## src/rtl/fwd_hazard_if.sv

```systemverilog
// Pipeline-side bundle for the forwarding / load-use hazard unit.
// The slave modport is the unit itself; the master modport is the surrounding pipeline.
interface fwd_hazard_if #(
  parameter int XLEN = 64
);
  logic            flush;
  logic            id_valid;
  logic [4:0]      id_rs1;
  logic [4:0]      id_rs2;
  logic [4:0]      id_ex_rd;
  logic            id_ex_memread;
  logic [4:0]      ex_rs1;
  logic [4:0]      ex_rs2;
  logic [XLEN-1:0] ex_rs1_data;
  logic [XLEN-1:0] ex_rs2_data;
  logic [4:0]      ex_mem_rd;
  logic            ex_mem_regwrite;
  logic [XLEN-1:0] ex_mem_result;
  logic [4:0]      mem_wb_rd;
  logic            mem_wb_regwrite;
  logic [XLEN-1:0] mem_wb_data;
  logic [XLEN-1:0] op_a;
  logic [XLEN-1:0] op_b;
  logic [1:0]      fwd_a;
  logic [1:0]      fwd_b;
  logic            stall;
  logic            bubble;
  logic            hist_valid;

  modport master (
    output flush, id_valid, id_rs1, id_rs2, id_ex_rd, id_ex_memread,
           ex_rs1, ex_rs2, ex_rs1_data, ex_rs2_data,
           ex_mem_rd, ex_mem_regwrite, ex_mem_result,
           mem_wb_rd, mem_wb_regwrite, mem_wb_data,
    input  op_a, op_b, fwd_a, fwd_b, stall, bubble, hist_valid
  );

  modport slave (
    input  flush, id_valid, id_rs1, id_rs2, id_ex_rd, id_ex_memread,
           ex_rs1, ex_rs2, ex_rs1_data, ex_rs2_data,
           ex_mem_rd, ex_mem_regwrite, ex_mem_result,
           mem_wb_rd, mem_wb_regwrite, mem_wb_data,
    output op_a, op_b, fwd_a, fwd_b, stall, bubble, hist_valid
  );
endinterface

```

## src/rtl/fwd_hazard_unit.sv

```systemverilog
// EX-stage operand forwarding (EX/MEM, MEM/WB, write-back history, regfile)
// plus a LOAD_STALL-cycle load-use stall/bubble generator.
module fwd_hazard_unit #(
  parameter int XLEN       = 64,
  parameter int LOAD_STALL = 1,
  parameter int HIST_EN    = 1
) (
  input logic         clk,
  input logic         rst_n,
  fwd_hazard_if.slave bus
);

  localparam logic [0:0] IDLE  = 1'b0;
  localparam logic [0:0] STALL = 1'b1;

  localparam logic [1:0] SEL_RF   = 2'b00;
  localparam logic [1:0] SEL_WB   = 2'b01;
  localparam logic [1:0] SEL_MEM  = 2'b10;
  localparam logic [1:0] SEL_HIST = 2'b11;

  localparam logic [1:0] STALL_INIT = 2'(LOAD_STALL - 1);

  logic [0:0]      state, state_next;
  logic [1:0]      cnt, cnt_next;
  logic            hist_valid;
  logic [4:0]      hist_rd;
  logic [XLEN-1:0] hist_data;
  logic            hz;
  logic [1:0]      sel_a, sel_b;
  logic            stall_c, bubble_c;

  function automatic logic [1:0] pick_src(
    input logic [4:0] rs,
    input logic       mem_rw,
    input logic [4:0] mem_rd,
    input logic       wb_rw,
    input logic [4:0] wb_rd,
    input logic       h_valid,
    input logic [4:0] h_rd
  );
    logic [1:0] sel;
    sel = SEL_RF;
    if (rs == 5'd0)
      sel = SEL_RF;
    else if (mem_rw && (mem_rd == rs))
      sel = SEL_MEM;
    else if (wb_rw && (wb_rd == rs))
      sel = SEL_WB;
    else if ((HIST_EN != 0) && h_valid && (h_rd == rs))
      sel = SEL_HIST;
    return sel;
  endfunction

  function automatic logic [XLEN-1:0] pick_val(
    input logic [1:0]      sel,
    input logic [XLEN-1:0] rf,
    input logic [XLEN-1:0] wb,
    input logic [XLEN-1:0] mem,
    input logic [XLEN-1:0] hist
  );
    logic [XLEN-1:0] v;
    case (sel)
      SEL_MEM:  v = mem;
      SEL_WB:   v = wb;
      SEL_HIST: v = hist;
      default:  v = rf;
    endcase
    return v;
  endfunction

  always_comb begin
    sel_a = pick_src(bus.ex_rs1, bus.ex_mem_regwrite, bus.ex_mem_rd,
                     bus.mem_wb_regwrite, bus.mem_wb_rd, hist_valid, hist_rd);
    sel_b = pick_src(bus.ex_rs2, bus.ex_mem_regwrite, bus.ex_mem_rd,
                     bus.mem_wb_regwrite, bus.mem_wb_rd, hist_valid, hist_rd);
  end

  assign bus.fwd_a = sel_a;
  assign bus.fwd_b = sel_b;
  assign bus.op_a  = pick_val(sel_a, bus.ex_rs1_data, bus.mem_wb_data,
                              bus.ex_mem_result, hist_data);
  assign bus.op_b  = pick_val(sel_b, bus.ex_rs2_data, bus.mem_wb_data,
                              bus.ex_mem_result, hist_data);

  // One-deep copy of last cycle's write-back, for regfiles without write-through.
  always_ff @(posedge clk or negedge rst_n) begin
    if (!rst_n) begin
      hist_valid <= 1'b0;
      hist_rd    <= 5'd0;
      hist_data  <= '0;
    end else begin
      hist_valid <= bus.mem_wb_regwrite && (bus.mem_wb_rd != 5'd0);
      hist_rd    <= bus.mem_wb_rd;
      hist_data  <= bus.mem_wb_data;
    end
  end

  assign bus.hist_valid = hist_valid;

  assign hz = bus.id_valid && bus.id_ex_memread && (bus.id_ex_rd != 5'd0) &&
              ((bus.id_ex_rd == bus.id_rs1) || (bus.id_ex_rd == bus.id_rs2));

  // The first stall cycle comes straight from hz; STALL covers the remaining ones.
  always_comb begin
    state_next = state;
    cnt_next   = cnt;
    stall_c    = 1'b0;
    bubble_c   = 1'b0;
    case (state)
      IDLE: begin
        if (hz && !bus.flush) begin
          stall_c  = 1'b1;
          bubble_c = 1'b1;
          if (LOAD_STALL > 1) begin
            state_next = STALL;
            cnt_next   = STALL_INIT;
          end
        end
      end
      STALL: begin
        if (bus.flush) begin
          state_next = IDLE;
          cnt_next   = 2'd0;
        end else begin
          stall_c  = 1'b1;
          bubble_c = 1'b1;
          if (cnt <= 2'd1) begin
            state_next = IDLE;
            cnt_next   = 2'd0;
          end else begin
            cnt_next = cnt - 2'd1;
          end
        end
      end
      default: begin
        state_next = IDLE;
        cnt_next   = 2'd0;
      end
    endcase
  end

  always_ff @(posedge clk or negedge rst_n) begin
    if (!rst_n) begin
      state <= IDLE;
      cnt   <= 2'd0;
    end else begin
      state <= state_next;
      cnt   <= cnt_next;
    end
  end

  assign bus.stall  = stall_c;
  assign bus.bubble = bubble_c;

endmodule

```

## src/flat_wrapper.sv

```systemverilog
// flat-port wrapper written by rule: the top's interface ports become plain ports
module fwd_hazard_unit_flat 
#(
  parameter int XLEN       = 64,
  parameter int LOAD_STALL = 1,
  parameter int HIST_EN    = 1
)
  (clk, rst_n, bus_flush, bus_id_valid, bus_id_rs1, bus_id_rs2, bus_id_ex_rd, bus_id_ex_memread, bus_ex_rs1, bus_ex_rs2, bus_ex_rs1_data, bus_ex_rs2_data, bus_ex_mem_rd, bus_ex_mem_regwrite, bus_ex_mem_result, bus_mem_wb_rd, bus_mem_wb_regwrite, bus_mem_wb_data, bus_op_a, bus_op_b, bus_fwd_a, bus_fwd_b, bus_stall, bus_bubble, bus_hist_valid);
  fwd_hazard_if #(.XLEN(XLEN)) bus_i ();
  input logic clk;
  input logic rst_n;
  input wire logic [$bits(bus_i.flush)-1:0] bus_flush;
  input wire logic [$bits(bus_i.id_valid)-1:0] bus_id_valid;
  input wire logic [$bits(bus_i.id_rs1)-1:0] bus_id_rs1;
  input wire logic [$bits(bus_i.id_rs2)-1:0] bus_id_rs2;
  input wire logic [$bits(bus_i.id_ex_rd)-1:0] bus_id_ex_rd;
  input wire logic [$bits(bus_i.id_ex_memread)-1:0] bus_id_ex_memread;
  input wire logic [$bits(bus_i.ex_rs1)-1:0] bus_ex_rs1;
  input wire logic [$bits(bus_i.ex_rs2)-1:0] bus_ex_rs2;
  input wire logic [$bits(bus_i.ex_rs1_data)-1:0] bus_ex_rs1_data;
  input wire logic [$bits(bus_i.ex_rs2_data)-1:0] bus_ex_rs2_data;
  input wire logic [$bits(bus_i.ex_mem_rd)-1:0] bus_ex_mem_rd;
  input wire logic [$bits(bus_i.ex_mem_regwrite)-1:0] bus_ex_mem_regwrite;
  input wire logic [$bits(bus_i.ex_mem_result)-1:0] bus_ex_mem_result;
  input wire logic [$bits(bus_i.mem_wb_rd)-1:0] bus_mem_wb_rd;
  input wire logic [$bits(bus_i.mem_wb_regwrite)-1:0] bus_mem_wb_regwrite;
  input wire logic [$bits(bus_i.mem_wb_data)-1:0] bus_mem_wb_data;
  output wire logic [$bits(bus_i.op_a)-1:0] bus_op_a;
  output wire logic [$bits(bus_i.op_b)-1:0] bus_op_b;
  output wire logic [$bits(bus_i.fwd_a)-1:0] bus_fwd_a;
  output wire logic [$bits(bus_i.fwd_b)-1:0] bus_fwd_b;
  output wire logic [$bits(bus_i.stall)-1:0] bus_stall;
  output wire logic [$bits(bus_i.bubble)-1:0] bus_bubble;
  output wire logic [$bits(bus_i.hist_valid)-1:0] bus_hist_valid;
  assign bus_i.flush = bus_flush;
  assign bus_i.id_valid = bus_id_valid;
  assign bus_i.id_rs1 = bus_id_rs1;
  assign bus_i.id_rs2 = bus_id_rs2;
  assign bus_i.id_ex_rd = bus_id_ex_rd;
  assign bus_i.id_ex_memread = bus_id_ex_memread;
  assign bus_i.ex_rs1 = bus_ex_rs1;
  assign bus_i.ex_rs2 = bus_ex_rs2;
  assign bus_i.ex_rs1_data = bus_ex_rs1_data;
  assign bus_i.ex_rs2_data = bus_ex_rs2_data;
  assign bus_i.ex_mem_rd = bus_ex_mem_rd;
  assign bus_i.ex_mem_regwrite = bus_ex_mem_regwrite;
  assign bus_i.ex_mem_result = bus_ex_mem_result;
  assign bus_i.mem_wb_rd = bus_mem_wb_rd;
  assign bus_i.mem_wb_regwrite = bus_mem_wb_regwrite;
  assign bus_i.mem_wb_data = bus_mem_wb_data;
  assign bus_op_a = bus_i.op_a;
  assign bus_op_b = bus_i.op_b;
  assign bus_fwd_a = bus_i.fwd_a;
  assign bus_fwd_b = bus_i.fwd_b;
  assign bus_stall = bus_i.stall;
  assign bus_bubble = bus_i.bubble;
  assign bus_hist_valid = bus_i.hist_valid;
  fwd_hazard_unit #(.XLEN(XLEN), .LOAD_STALL(LOAD_STALL), .HIST_EN(HIST_EN)) u_core (.clk(clk), .rst_n(rst_n), .bus(bus_i));
endmodule
```

## config.mk

```make
export PLATFORM = sky130hd
export DESIGN_NAME = fwd_hazard_unit_flat
export DESIGN_NICKNAME = d
export VERILOG_FILES = /design/src/rtl/fwd_hazard_if.sv /design/src/rtl/fwd_hazard_unit.sv /design/src/flat_wrapper.sv
export SDC_FILE = /design/constraint.sdc
export NUM_CORES = 1
export LEC_CHECK = 0
export ABC_AREA = 0
export CAP_MARGIN = 20
export CORE_AREA = 2 2 170 172
export DETAILED_ROUTE_END_ITERATION = 10
export DIE_AREA = 0 0 172 174
export PLACE_DENSITY = 0.64
export REMOVE_ABC_BUFFERS = 1
export SLEW_MARGIN = 20
export SYNTH_ARGS = -nofsm -noshare
export SYNTH_HDL_FRONTEND = slang
export SYNTH_SLANG_ARGS = --single-unit
```

## constraint.sdc

```tcl
create_clock -name clk -period 2.9 [get_ports clk]
set_clock_uncertainty 0.1 [all_clocks]
set_input_delay 0.435 -clock clk [delete_from_list [all_inputs] [get_ports clk]]
set_output_delay 0.435 -clock clk [all_outputs]
set_load 0.03 [all_outputs]
```

# After elaboration in Yosys (flattened, before gate mapping)
# Index checks and enable logic that the tools add are counted.
op_classes:
  add_sub_neg: 1
  magnitude_cmp: 1
  eq_ne: 14
  n_mux: 18
  bitwise: 1
  n_reduce_logical: 17
ops:
  columns: ["operator", "n"]
  rows:
  - ["one-hot mux 64 bit (3 select lines)", 2]
  - ["equality test 5 bit", 8]
  - ["two-way mux 2 bit", 10]
  - ["logical AND 1 bit", 11]
  - ["zero test 5 bit", 2]
  - ["nonzero test 5 bit", 2]
  - ["equality test 2 bit, second input constant", 4]
  - ["two-way mux 1 bit", 5]
  - ["equality test 2 x 1 -> 1 bit, second input constant", 2]
  - ["less-or-equal comparator 2 x 1 -> 1 bit, second input constant", 1]
  - ["one-hot mux 1 bit (2 select lines)", 1]
  - ["subtractor 2 x 1 -> 2 bit, second input constant", 1]
  - ["zero test 1 bit", 1]
  - ["logical OR 1 bit", 1]
  - ["NOT 1 bit", 1]
word_totals:
  regBits: 73
  inputBits: 298
  output_inout_bits: 135
  wordCells: 57

# Longest topological paths before layout
# Gate-level depths: netlist of run 1.
logic_depth:
  ltp_word: 8
  mapped_depth: 9
  depth_no_buf: 6

# Least setup slack after synthesis of run 1
# No wires, ideal clock.
synth_timing:
  path_type: "input to output"
  from: "in bus_ex_rs2[3]"
  to: "out bus_op_b[2]"
  t_arrival_ns: 2.297
  t_required_ns: 2.365
  slack_ns: 0.068
  cell_stages: 7
  path_buffers: 2
  cell_sequence: "xor2_1 -> nor3_1 -> and2_1 -> buf_6 -> o31ai_4 -> buf_2 -> o31ai_1"
synth_via:
  elab_chain_len: 8
  elab_cells_between_ends: 15
  classes_between: "6 x eq/ne; 5 x mux; 4 x reduce/logical"
synth_rtl:
  columns: ["element", "line_no", "text"]
  rows:
  - ["start, declared", "flat_wrapper.sv:19", "input wire logic [$bits(bus_i.ex_rs2)-1:0] bus_ex_rs2;"]
  - ["equality test 5 bit", "fwd_hazard_unit.sv:49", "else if ((HIST_EN != 0) && h_valid && (h_rd == rs))"]
  - ["logical AND 1 bit", "fwd_hazard_unit.sv:49", null]
  - ["two-way mux 2 bit", "fwd_hazard_unit.sv:49", null]
  - ["two-way mux 2 bit", "fwd_hazard_unit.sv:47", "else if (wb_rw && (wb_rd == rs))"]
  - ["two-way mux 2 bit", "fwd_hazard_unit.sv:45", "else if (mem_rw && (mem_rd == rs))"]
  - ["two-way mux 2 bit (*)", "fwd_hazard_unit.sv:43", "if (rs == 5'd0)"]
  - ["equality test 2 bit or equality test 2 x 1 -> 1 bit (tied branches)", "fwd_hazard_unit.sv:62", "case (sel)"]
  - ["one-hot mux 64 bit (3 select lines) (*)", "fwd_hazard_unit.sv:62", null]
  - ["end, declared", "flat_wrapper.sv:29", "output wire logic [$bits(bus_i.op_b)-1:0] bus_op_b;"]
# Mark *: on every way between the ends. The rest lies on a longest branch, timed or not.

# Worst setup path after layout of run 1
layout_timing:
  from: "in bus_ex_mem_rd[1]"
  to: "out bus_op_b[60]"
layout_via:
  elab_chain_len: 6
  elab_cells_between_ends: 8
  classes_between: "4 x eq/ne; 3 x mux; 1 x reduce/logical"
layout_rtl:
  columns: ["element", "line_no", "text"]
  rows:
  - ["start, declared", "flat_wrapper.sv:22", "input wire logic [$bits(bus_i.ex_mem_rd)-1:0] bus_ex_mem_rd;"]
  - ["equality test 5 bit (*)", "fwd_hazard_unit.sv:45", null]
  - ["logical AND 1 bit (*)", "fwd_hazard_unit.sv:45", null]
  - ["two-way mux 2 bit (*)", "fwd_hazard_unit.sv:45", null]
  - ["two-way mux 2 bit (*)", "fwd_hazard_unit.sv:43", null]
  - ["equality test 2 bit or equality test 2 x 1 -> 1 bit (tied branches)", "fwd_hazard_unit.sv:62", null]
  - ["one-hot mux 64 bit (3 select lines) (*)", "fwd_hazard_unit.sv:62", null]
# Marked as above.

==> results.yml, run 1 <==
worst_setup_path:
  crit_path_start: "bus_ex_mem_rd[1]"
  endpoint: "bus_op_b[60]"
  path_max_fanout: 6
  rr_worst_depth: 2
  r2r-start: "u_core.state$_DFF_PN0_"
  critical_path_class: "in -> out"
  startpoint_type: "input pin"
  required_ps: 2370
  worstPathArrival_ps: 2360
  r2r-end: "u_core.cnt[0]$_DFFE_PN0P_"
  crit_path_end_kind: "output port"
  r2r_slack_ps: 2030
cts:
  cts_max_level: 3
  root_buffer: "clkbuf_16"
  clk_transition_reported_paths_ps: 60
  clockBufferDepth: 2
  cts_buffers: 9
  clock-sinks: 73
  insertion_delay_ps: 340
  cts_tree: "done"
synthesis:
  synth_edf_count: 0
  netlist_top_cells_count: "180 x a21oi_1, 123 x nor2_1, 88 x o221ai_1, 73 x dfrtp_1, 49 x nand2_1"
  yosys-top-cells-area: "dfrtp_1 29%, a21oi_1 14%, o221ai_1 12%, nor2_1 7.4%, a31oi_1 3.2%"
  yosysTopAreaCellShare_pct: 29.4
  yosys.area_share.simple_pct: 16.4
  syn_avg_cell_area_um2: 7.62
  synthXorXnorAreaFrac_pct: 5.63
  yosysMostFrequentCell: "a21oi_1"
  synth_compound_area_share_pct: 41.9
  synth_top_family_by_area: "compound AO/OA/AOI/OAI gates"
  synthCells: 817
  yosysTopAreaCell: "dfrtp_1"
  synth_ff_type: "dfrtp_1"
  async_flop_share_pct: 100
  syn-cell-area_um2: 6220
  synthAdderAreaFrac_pct: 0
  ys_seq_area_share_pct: 29.4
  ys_ff_latch: 73
  yosys_warnings: 0
  synthMuxAreaShare_pct: 0
  ys_types: 42
grt:
  grt_start_max_net_pins: 74
  grt_pass1_vias: 9207
  grt_antenna_before_repair: 1
  use_met1_pct: 26.8
  grt_first_pass_wirelength_mm: 52.1
  overflow: 0
  met2_usage_pct: 40.1
  use_met3_pct: 4.55
  grt_util_all_layers_pct: 22.8
  busiest_layer: "met2"
power_and_ir_drop:
  power.total_mw: 4.29
  p_per_area_nw_per_um2: 319
  ir_drop_uv: 165
  power.leakage_nw: 5.32
routing:
  drtIter0Drc: 706
  wire_per_inst_um: 21.9
  ant_nets: 0
  drt-vias-per-instance: 5.33
  first_pass_iters: 5
  num_vias: 9203
  drc: 0
  routed_wl_mm: 37.9
finish:
  fillers: 2710
  num-nets-final: 1634
  final_cell_count_no_fill: 1726
  multi_input_area_um2: 4660
  area_growth_pct: 116
  ff_latch_area_um2: 1830
  drive_above_1_share_pct: 33.9
timing:
  setup_viol_count_final: 0
  post-route-period-util_pct: 99.9
  min_period_ps: 2900
  setup_tns_ps: 0
  worst_pin_slew_ps: 998
  hold_viol: 0
  max_freq_mhz: 345
  slew_viol_final: 0
  setup_slack_ps: 3.22
  slew_headroom_pct: 33.4
  rsz0062_at_grt: "true"
place:
  pre_cts_ws_ps: -572
  place_inst: 1662
  globalplace.congestion: 0.913
  dp_hpwl_mm: 26.0
  port_buffers: 432
floorplan:
  core-area_um2: 28200
  die-area_um2: 29900
  die_h_um: 174
  fp-row-count: 62
  initial_core_util_pct: 22.0
  ioPinCount: 433
  die_w_um: 172
run_status:
  status: "completed"
flow_run:
  max_cap_violations: 0
hold_path:
  hp-class: "in -> async"
[kinds of logic (layout without fill, tap and decap cells)]
family                 count (synthesis)  after routing
AO/OA/AOI/OAI                        386            386
XOR/XNOR                              40             40
buffers and inverters                 84            608
flip-flops                            73             73
other                                  0              1
AND/OR/NAND/NOR                      234            234
[worst max-delay path: stages]
cell	delay [ps]
clkdlybuf4s15_1	230
xor2_1	180
nor3_2	250
and3_4	280
o31a_4	230
buf_12	160
buf_12	120
nor2_2	40
a21oi_2	250
buf_6	180
[repair_timing]
action	CTS	global route
pin swaps	30	22
hold endpoints to repair	0	0
hold buffers	0	0
endpoints found under the setup margin	131	115
buffers inserted	27	6
gates resized for setup	161	100
cloned	7	11
[per-layer routing]
| layer | vias up | part of all wire (%) |
|---|---|---|
| met4 | 0 | 3.3 |
| li1 | 4188 | - |
| met3 | 70 | 7.3 |
| met2 | 484 | 50 |
| met5 | - | 0 |
| met1 | 4461 | 39 |
[per-stage QoR]
| stage | utilization [%] | hold slack (ps) | cell area (µm²) |
|---|---|---|---|
| after floorplan | - | 39.4 | 5810 |
| after global placement | 41.0 | 369 | 11600 |
| after detailed placement | 41.0 | 380 | 11600 |
| after CTS | 44.9 | 162 | 12700 |
| after global routing | 47.6 | 165 | 13400 |
| final | 47.6 | 156 | 13400 |
[cell type report]
| class | instances | share of cell area (%) |
|---|---|---|
| clock buffers | 12 | 1.91 |
| diodes | 1 | 0.0186 |
| repair buffers | 592 | 45.6 |
| multi-input cells | 660 | 34.7 |
| flip-flops and latches | 73 | 13.6 |
| well taps | 384 | 3.58 |
| clock inverters | 4 | 0.550 |
[layout by cell type, fill, tap and decap left out, types with 10 or more instances in the layout]
master             n
a21oi_2           18
o221ai_1          64
buf_4            198
buf_2             14
a22o_1            19
a21oi_1          161
xor2_1            19
xnor2_1           11
o221ai_2          23
buf_6             34
o21ai_0           12
o31ai_1           12
a31oi_1           27
buf_12            41
nand3_1           19
a32o_1            10
clkbuf_16         20
nor2_1            97
nor2_2            18
nand2_1           44
dfrtp_1           72
clkdlybuf4s50_1  276
[worst min path at each step]
| stage | start | endpoint | slack, ps | cells past startpoint |
|---|---|---|---|---|
| 4_1_cts | bus_mem_wb_rd[4] | u_core.hist_rd[4]$_DFF_PN0_ | 160 | 1 |
| 5_1_grt | bus_mem_wb_rd[4] | u_core.hist_rd[4]$_DFF_PN0_ | 160 | 1 |
| 2_1_floorplan | rst_n | u_core.bus.hist_valid$_DFF_PN0_ | 40 | 0 |
| 6_report | rst_n | u_core.state$_DFF_PN0_ | 160 | 1 |
| 3_3_place_gp | u_core.cnt[0]$_DFFE_PN0P_ | u_core.cnt[0]$_DFFE_PN0P_ | 370 | 1 |
| 3_5_place_dp | u_core.cnt[0]$_DFFE_PN0P_ | u_core.cnt[0]$_DFFE_PN0P_ | 380 | 1 |
[state kept, by name, summed over array words and instances, names as in the netlist]
register and cells:
u_core.state 1, u_core.bus.hist_valid 1, u_core.hist_data 64, u_core.cnt 2, u_core.hist_rd 5
[power breakdown]
part / switching (mW) / leakage (nW) / internal [mW] / total, mW
Clock: 0.473 / 0.163 / 0.804 / 1.28
Combinational: 0.967 / 4.30 / 0.941 / 1.91
Sequential: 0.0337 / 0.854 / 1.07 / 1.10
Total: 1.47 / 5.32 / 2.81 / 4.29
No activity file was read; power rests on OpenSTA's default activity.
==> inputs of run 2 (changes only) <==
Settings changed: GPL_TIMING_DRIVEN from default to 0.
==> results.yml, run 2 (same netlist as run 1, synthesis figures left out) <==
cts:
  clockBufferDepth: 2
  cts_max_level: 3
  clk_transition_reported_paths_ps: 60
  clock-sinks: 73
  insertion_delay_ps: 340
  cts_buffers: 9
  cts_tree: "done"
  root_buffer: "clkbuf_16"
place:
  globalplace.congestion: 0.847
  pre_cts_ws_ps: -2170
  port_buffers: 432
  place_inst: 1556
  place_area_um2: 10800
  dp_hpwl_mm: 22.8
routing:
  wire_per_inst_um: 27.3
  drt-vias-per-instance: 5.70
  ant_nets: 0
  drc: 0
  drtIter0Drc: 808
  first_pass_iters: 7
  num_vias: 9670
  routed_wl_mm: 46.3
worst_setup_path:
  critical_path_class: "in -> out"
  worst_path_largest_cell_delay_ps: 340
  crit_slowest_cell: "clkdlybuf4s15_2"
  path_cells: "buf_2 -> xor2_2 -> nor3_4 -> and3_4 -> buf_4 -> buf_4 -> a21oi_1 -> a21oi_2 -> clkdlybuf4s15_2"
  crit_path_end_kind: "output port"
  timing.critical_path.mode_cell: "buf_4"
  required_ps: 2370
  startpoint_type: "input pin"
  worstPathArrival_ps: 2480
  path_max_fanout: 14
grt:
  grt_antenna_before_repair: 1
  grt_util_all_layers_pct: 29.1
  overflow: 0
  grt_first_pass_wirelength_mm: 63.3
  grt_pass1_vias: 9656
  grt_start_max_net_pins: 49
finish:
  area_growth_pct: 116
  final_cell_mix: "275 x clkdlybuf4s50_1, 173 x a21oi_1, 128 x buf_4"
  stdcell_area_um2: 13500
  drive_above_1_share_pct: 32.8
  largest-register: "u_core.hist_data"
  largest_reg_flops: 64
  fillers: 2652
  final_common_cell: "clkdlybuf4s50_1"
  num-nets-final: 1606
  final_cell_count_no_fill: 1696
  top_regs: "u_core.hist_data: 64 flops, u_core.hist_rd: 5 flops, u_core.cnt: 2 flops"
floorplan:
  core-area_um2: 28200
  fp-row-count: 62
  die-area_um2: 29900
  die_h_um: 174
  initial_core_util_pct: 22.0
  ioPinCount: 433
  die_w_um: 172
timing:
  hold_slack_ps: 152
  slew_headroom_pct: 44.1
  post-route-period-util_pct: 104
  setup_viol_count_final: 38
  setup_slack_ps: -111
  setup_tns_ps: -1060
  rsz0062_at_grt: "true"
  max_freq_mhz: 332
  hold_viol: 0
  min_period_ps: 3010
  worst_pin_slew_ps: 838
  slew_viol_final: 0
power_and_ir_drop:
  ir_drop_uv: 192
  power.leakage_nw: 5.13
  p_per_area_nw_per_um2: 306
flow_run:
  max_cap_violations: 0
run_status:
  violations: "setup timing"
  status: "complete, but fails checks"
hold_path:
  hp-class: "in -> reg"
-- run 2: changes by cell type in the layout (fill, tap and decap cells not counted), sizes merged, moves of 4 or more --
cell	before	now
nand2	49	64
clkbuf	25	21
bufbuf	1	6
o31a	3	7
buf	297	212
dlygate4sd2	1	5
clkdlybuf4s15	4	28
-- run 2: cell type report --
type / count / area, µm² / share of cell area, %
Sequential cell: 73 / 1830 / 13.6
Clock inverter: 4 / 22.5 / 0.167
Tap cell: 384 / 480 / 3.57
Clock buffer: 10 / 229 / 1.70
Timing Repair Buffer: 538 / 5550 / 41.2
Antenna cell: 1 / 2.50 / 0.0186
Multi-Input combinational cell: 686 / 5360 / 39.8
-- run 2: timing repair --
| item | CTS | global route |
|---|---|---|
| setup endpoints to repair | 134 | 130 |
| buffers inserted | 75 | 12 |
| cloned | 35 | 2 |
| gates resized for setup | 847 | 217 |
| endpoints found under the hold margin | 9 | 0 |
| hold buffers | 1 | 0 |
| pin swaps | 60 | 39 |
-- run 2: final timing paths --
| path | from | depth (start not counted) | slack [ps] | to |
|---|---|---|---|---|
| worst min register to register | u_core.cnt[0]$_DFFE_PN0P_ | 1 | 410 | u_core.cnt[0]$_DFFE_PN0P_ |
| max in group asynchronous | rst_n | 3 | 1530 | u_core.hist_data[48]$_DFF_PN0_ |
| worst max-delay path | bus_ex_mem_rd[3] | 9 | -110 | bus_op_a[47] |
| min in group asynchronous | rst_n | 2 | 530 | u_core.cnt[0]$_DFFE_PN0P_ |
| worst max register to register | u_core.state$_DFF_PN0_ | 2 | 2020 | u_core.cnt[0]$_DFFE_PN0P_ |
| worst min-delay path | bus_mem_wb_rd[1] | 1 | 150 | u_core.hist_rd[1]$_DFF_PN0_ |
-- run 2: per-layer routing --
| metal | routed length [µm] | vias to the layer above | GRT usage [%] |
|---|---|---|---|
| met2 | 22100 | 693 | 48.2 |
| met1 | 17400 | 4682 | 34.9 |
| met4 | 2090 | 0 | 13.7 |
| met5 | 0 | - | 0 |
| met3 | 4710 | 134 | 7.45 |
| li1 | - | 4161 | - |
-- run 2: where the power goes --
group / switching, mW / leakage [nW] / total (mW) / internal [mW]
logic: 1.05 / 4.15 / 1.97 / 0.914
clock network: 0.484 / 0.124 / 1.05 / 0.567
registers: 0.0387 / 0.854 / 1.11 / 1.07
-- run 2: through the flow --
| stage | util, % | total power [mW] |
|---|---|---|
| floorplan | - | 1.80 |
| global placement | 37.6 | 2.73 |
| detailed placement | 38.3 | 2.75 |
| CTS | 45.0 | 4.00 |
| global route | 47.7 | 4.28 |
| finish | 47.7 | 4.13 |
-- run 2: worst max-delay path, delay by kind of cell --
family | cells | cell delay [ps]
buffers and inverters | 4 | 920
and+or+nand+nor | 2 | 500
AOI/OAI and AO/OA | 2 | 400
xor gates and xnor gates | 1 | 190
==> inputs of run 3 (changes only) <==
Settings changed: CAP_MARGIN 20 to 0.
==> results.yml, run 3 (same netlist as run 1, synthesis figures left out) <==
finish:
  final_common_cell: "clkdlybuf4s50_1"
  largest_reg_flops: 64
  final_util_pct: 47.3
  n_antenna_cell: 0
  fillers: 2709
  num-nets-final: 1626
  area_growth_pct: 114
  top_regs: "u_core.hist_data: 64 flops, u_core.hist_rd: 5 flops, u_core.cnt: 2 flops"
  final_cell_count_no_fill: 1715
  largest-register: "u_core.hist_data"
  drive_above_1_share_pct: 33.7
  final_cell_mix: "275 x clkdlybuf4s50_1, 173 x a21oi_1, 115 x buf_4"
place:
  dp_hpwl_mm: 22.9
  globalplace.congestion: 0.847
  port_buffers: 432
  place_inst: 1556
  pre_cts_ws_ps: -2170
hold_path:
  worst_hold_path.endpoint: "u_core.hist_rd[2]$_DFF_PN0_"
  min_from: "bus_mem_wb_rd[2]"
  hp-class: "in -> reg"
  hold_depth: 1
worst_setup_path:
  r2r-end: "u_core.cnt[0]$_DFFE_PN0P_"
  rr_worst_depth: 2
  startpoint_type: "register"
  r2r-start: "u_core.state$_DFF_PN0_"
  critical_path_class: "reg -> out"
  path_max_fanout: 10
  crit_path_end_kind: "output port"
  r2r_slack_ps: 2040
  required_ps: 2370
  worstPathArrival_ps: 2420
routing:
  first_pass_iters: 5
  drc: 0
  wire_per_inst_um: 27.9
  num_vias: 9918
  drt-vias-per-instance: 5.78
  ant_nets: 0
  drtIter0Drc: 811
  routed_wl_mm: 47.9
timing:
  slew_headroom_pct: 60.6
  slew_viol_final: 0
  hold_viol: 0
  max_freq_mhz: 339
  worst_pin_slew_ps: 591
  min_period_ps: 2950
  setup_viol_count_final: 6
  post-route-period-util_pct: 102
  setup_slack_ps: -51.6
  rsz0062_at_grt: "true"
floorplan:
  die_h_um: 174
  die_w_um: 172
  core-area_um2: 28200
  die-area_um2: 29900
  initial_core_util_pct: 22.0
  ioPinCount: 433
  fp-row-count: 62
grt:
  grt_antenna_before_repair: 1
  grt_pass1_vias: 9785
  overflow: 0
  grt_util_all_layers_pct: 30.1
  grt_first_pass_wirelength_mm: 65.2
  grt_start_max_net_pins: 49
cts:
  cts_buffers: 9
  clockBufferDepth: 2
  insertion_delay_ps: 340
  cts_tree: "done"
  root_buffer: "clkbuf_16"
  clock-sinks: 73
  cts_max_level: 3
  clk_transition_reported_paths_ps: 60
power_and_ir_drop:
  power.leakage_nw: 5.15
  p_per_area_nw_per_um2: 308
  ir_drop_uv: 176
run_status:
  violations: "setup timing"
  status: "complete, but fails checks"
flow_run:
  max_cap_violations: 0
run 3: worst max-delay path by stage:
| stage | startpoint | endpoint | slack, ps | depth (start not counted) |
|---|---|---|---|---|
| 4_1_cts | u_core.hist_rd[1]$_DFF_PN0_ | bus_op_a[61] | 0.8 | 9 |
| 3_3_place_gp | bus_ex_rs1[0] | bus_op_a[53] | -5440 | 8 |
| 2_1_floorplan | bus_ex_mem_rd[0] | bus_op_a[53] | -1940 | 6 |
| 6_report | u_core.hist_rd[2]$_DFF_PN0_ | bus_op_a[60] | -50 | 9 |
| 3_5_place_dp | bus_ex_rs1[2] | bus_op_a[60] | -2170 | 10 |
| 5_1_grt | u_core.hist_rd[3]$_DFF_PN0_ | bus_op_a[60] | -100 | 9 |
run 3: report_power, final:
group	switching, mW	total (mW)	internal, mW
registers	0.0352	1.10	1.07
clock network	0.476	1.04	0.567
logic	1.07	1.96	0.891
run 3: what timing repair did:
item,4_1_cts,5_1_grt
hold buffers,1,0
resized for setup,800,285
setup endpoints to repair,134,124
buffers inserted,79,24
pin swaps,53,36
gates cloned,41,3
hold endpoints to repair,7,0
run 3: metrics by stage:
step | hold slack, ps | power, mW | setup TNS [ps] | cell area, µm²
after floorplan | 39.4 | 1.80 | -168170 | 5810
after global placement | 367 | 2.73 | -695950 | 10600
after detailed placement | 363 | 2.75 | -240320 | 10800
after CTS | 171 | 4.02 | 0 | 12900
after global routing | 175 | 4.26 | -1800 | 13300
final | 182 | 4.11 | -138 | 13300
run 3: layer usage:
layer / routed length [µm] / track usage [%] / vias up / part of all wire, %
li1: - / - / 4226 / -
met1: 17600 / 35.7 / 4816 / 37
met2: 23000 / 50.9 / 726 / 48
met3: 4760 / 7.08 / 150 / 9.9
met4: 2500 / 14.3 / 0 / 5.2
met5: 0 / 0 / - / 0
run 3: worst max-delay path, stage by stage (launching register included):
cell	delay, ps
dfrtp_1	440
xnor2_2	200
nand3_2	160
buf_6	160
a211oi_4	260
buf_12	180
a22o_1	140
nand3_2	90
a31oi_4	260
buf_6	170
run 3: cell type report:
class                   instances  area [µm²]  share of cell area (%)
flip-flops and latches         73        1830                    13.7
clock inverters                 4        22.5                   0.169
well taps                     384         480                    3.60
repair buffers                550        5400                    40.4
clock buffers                  10         229                    1.72
multi-input cells             694        5390                    40.4
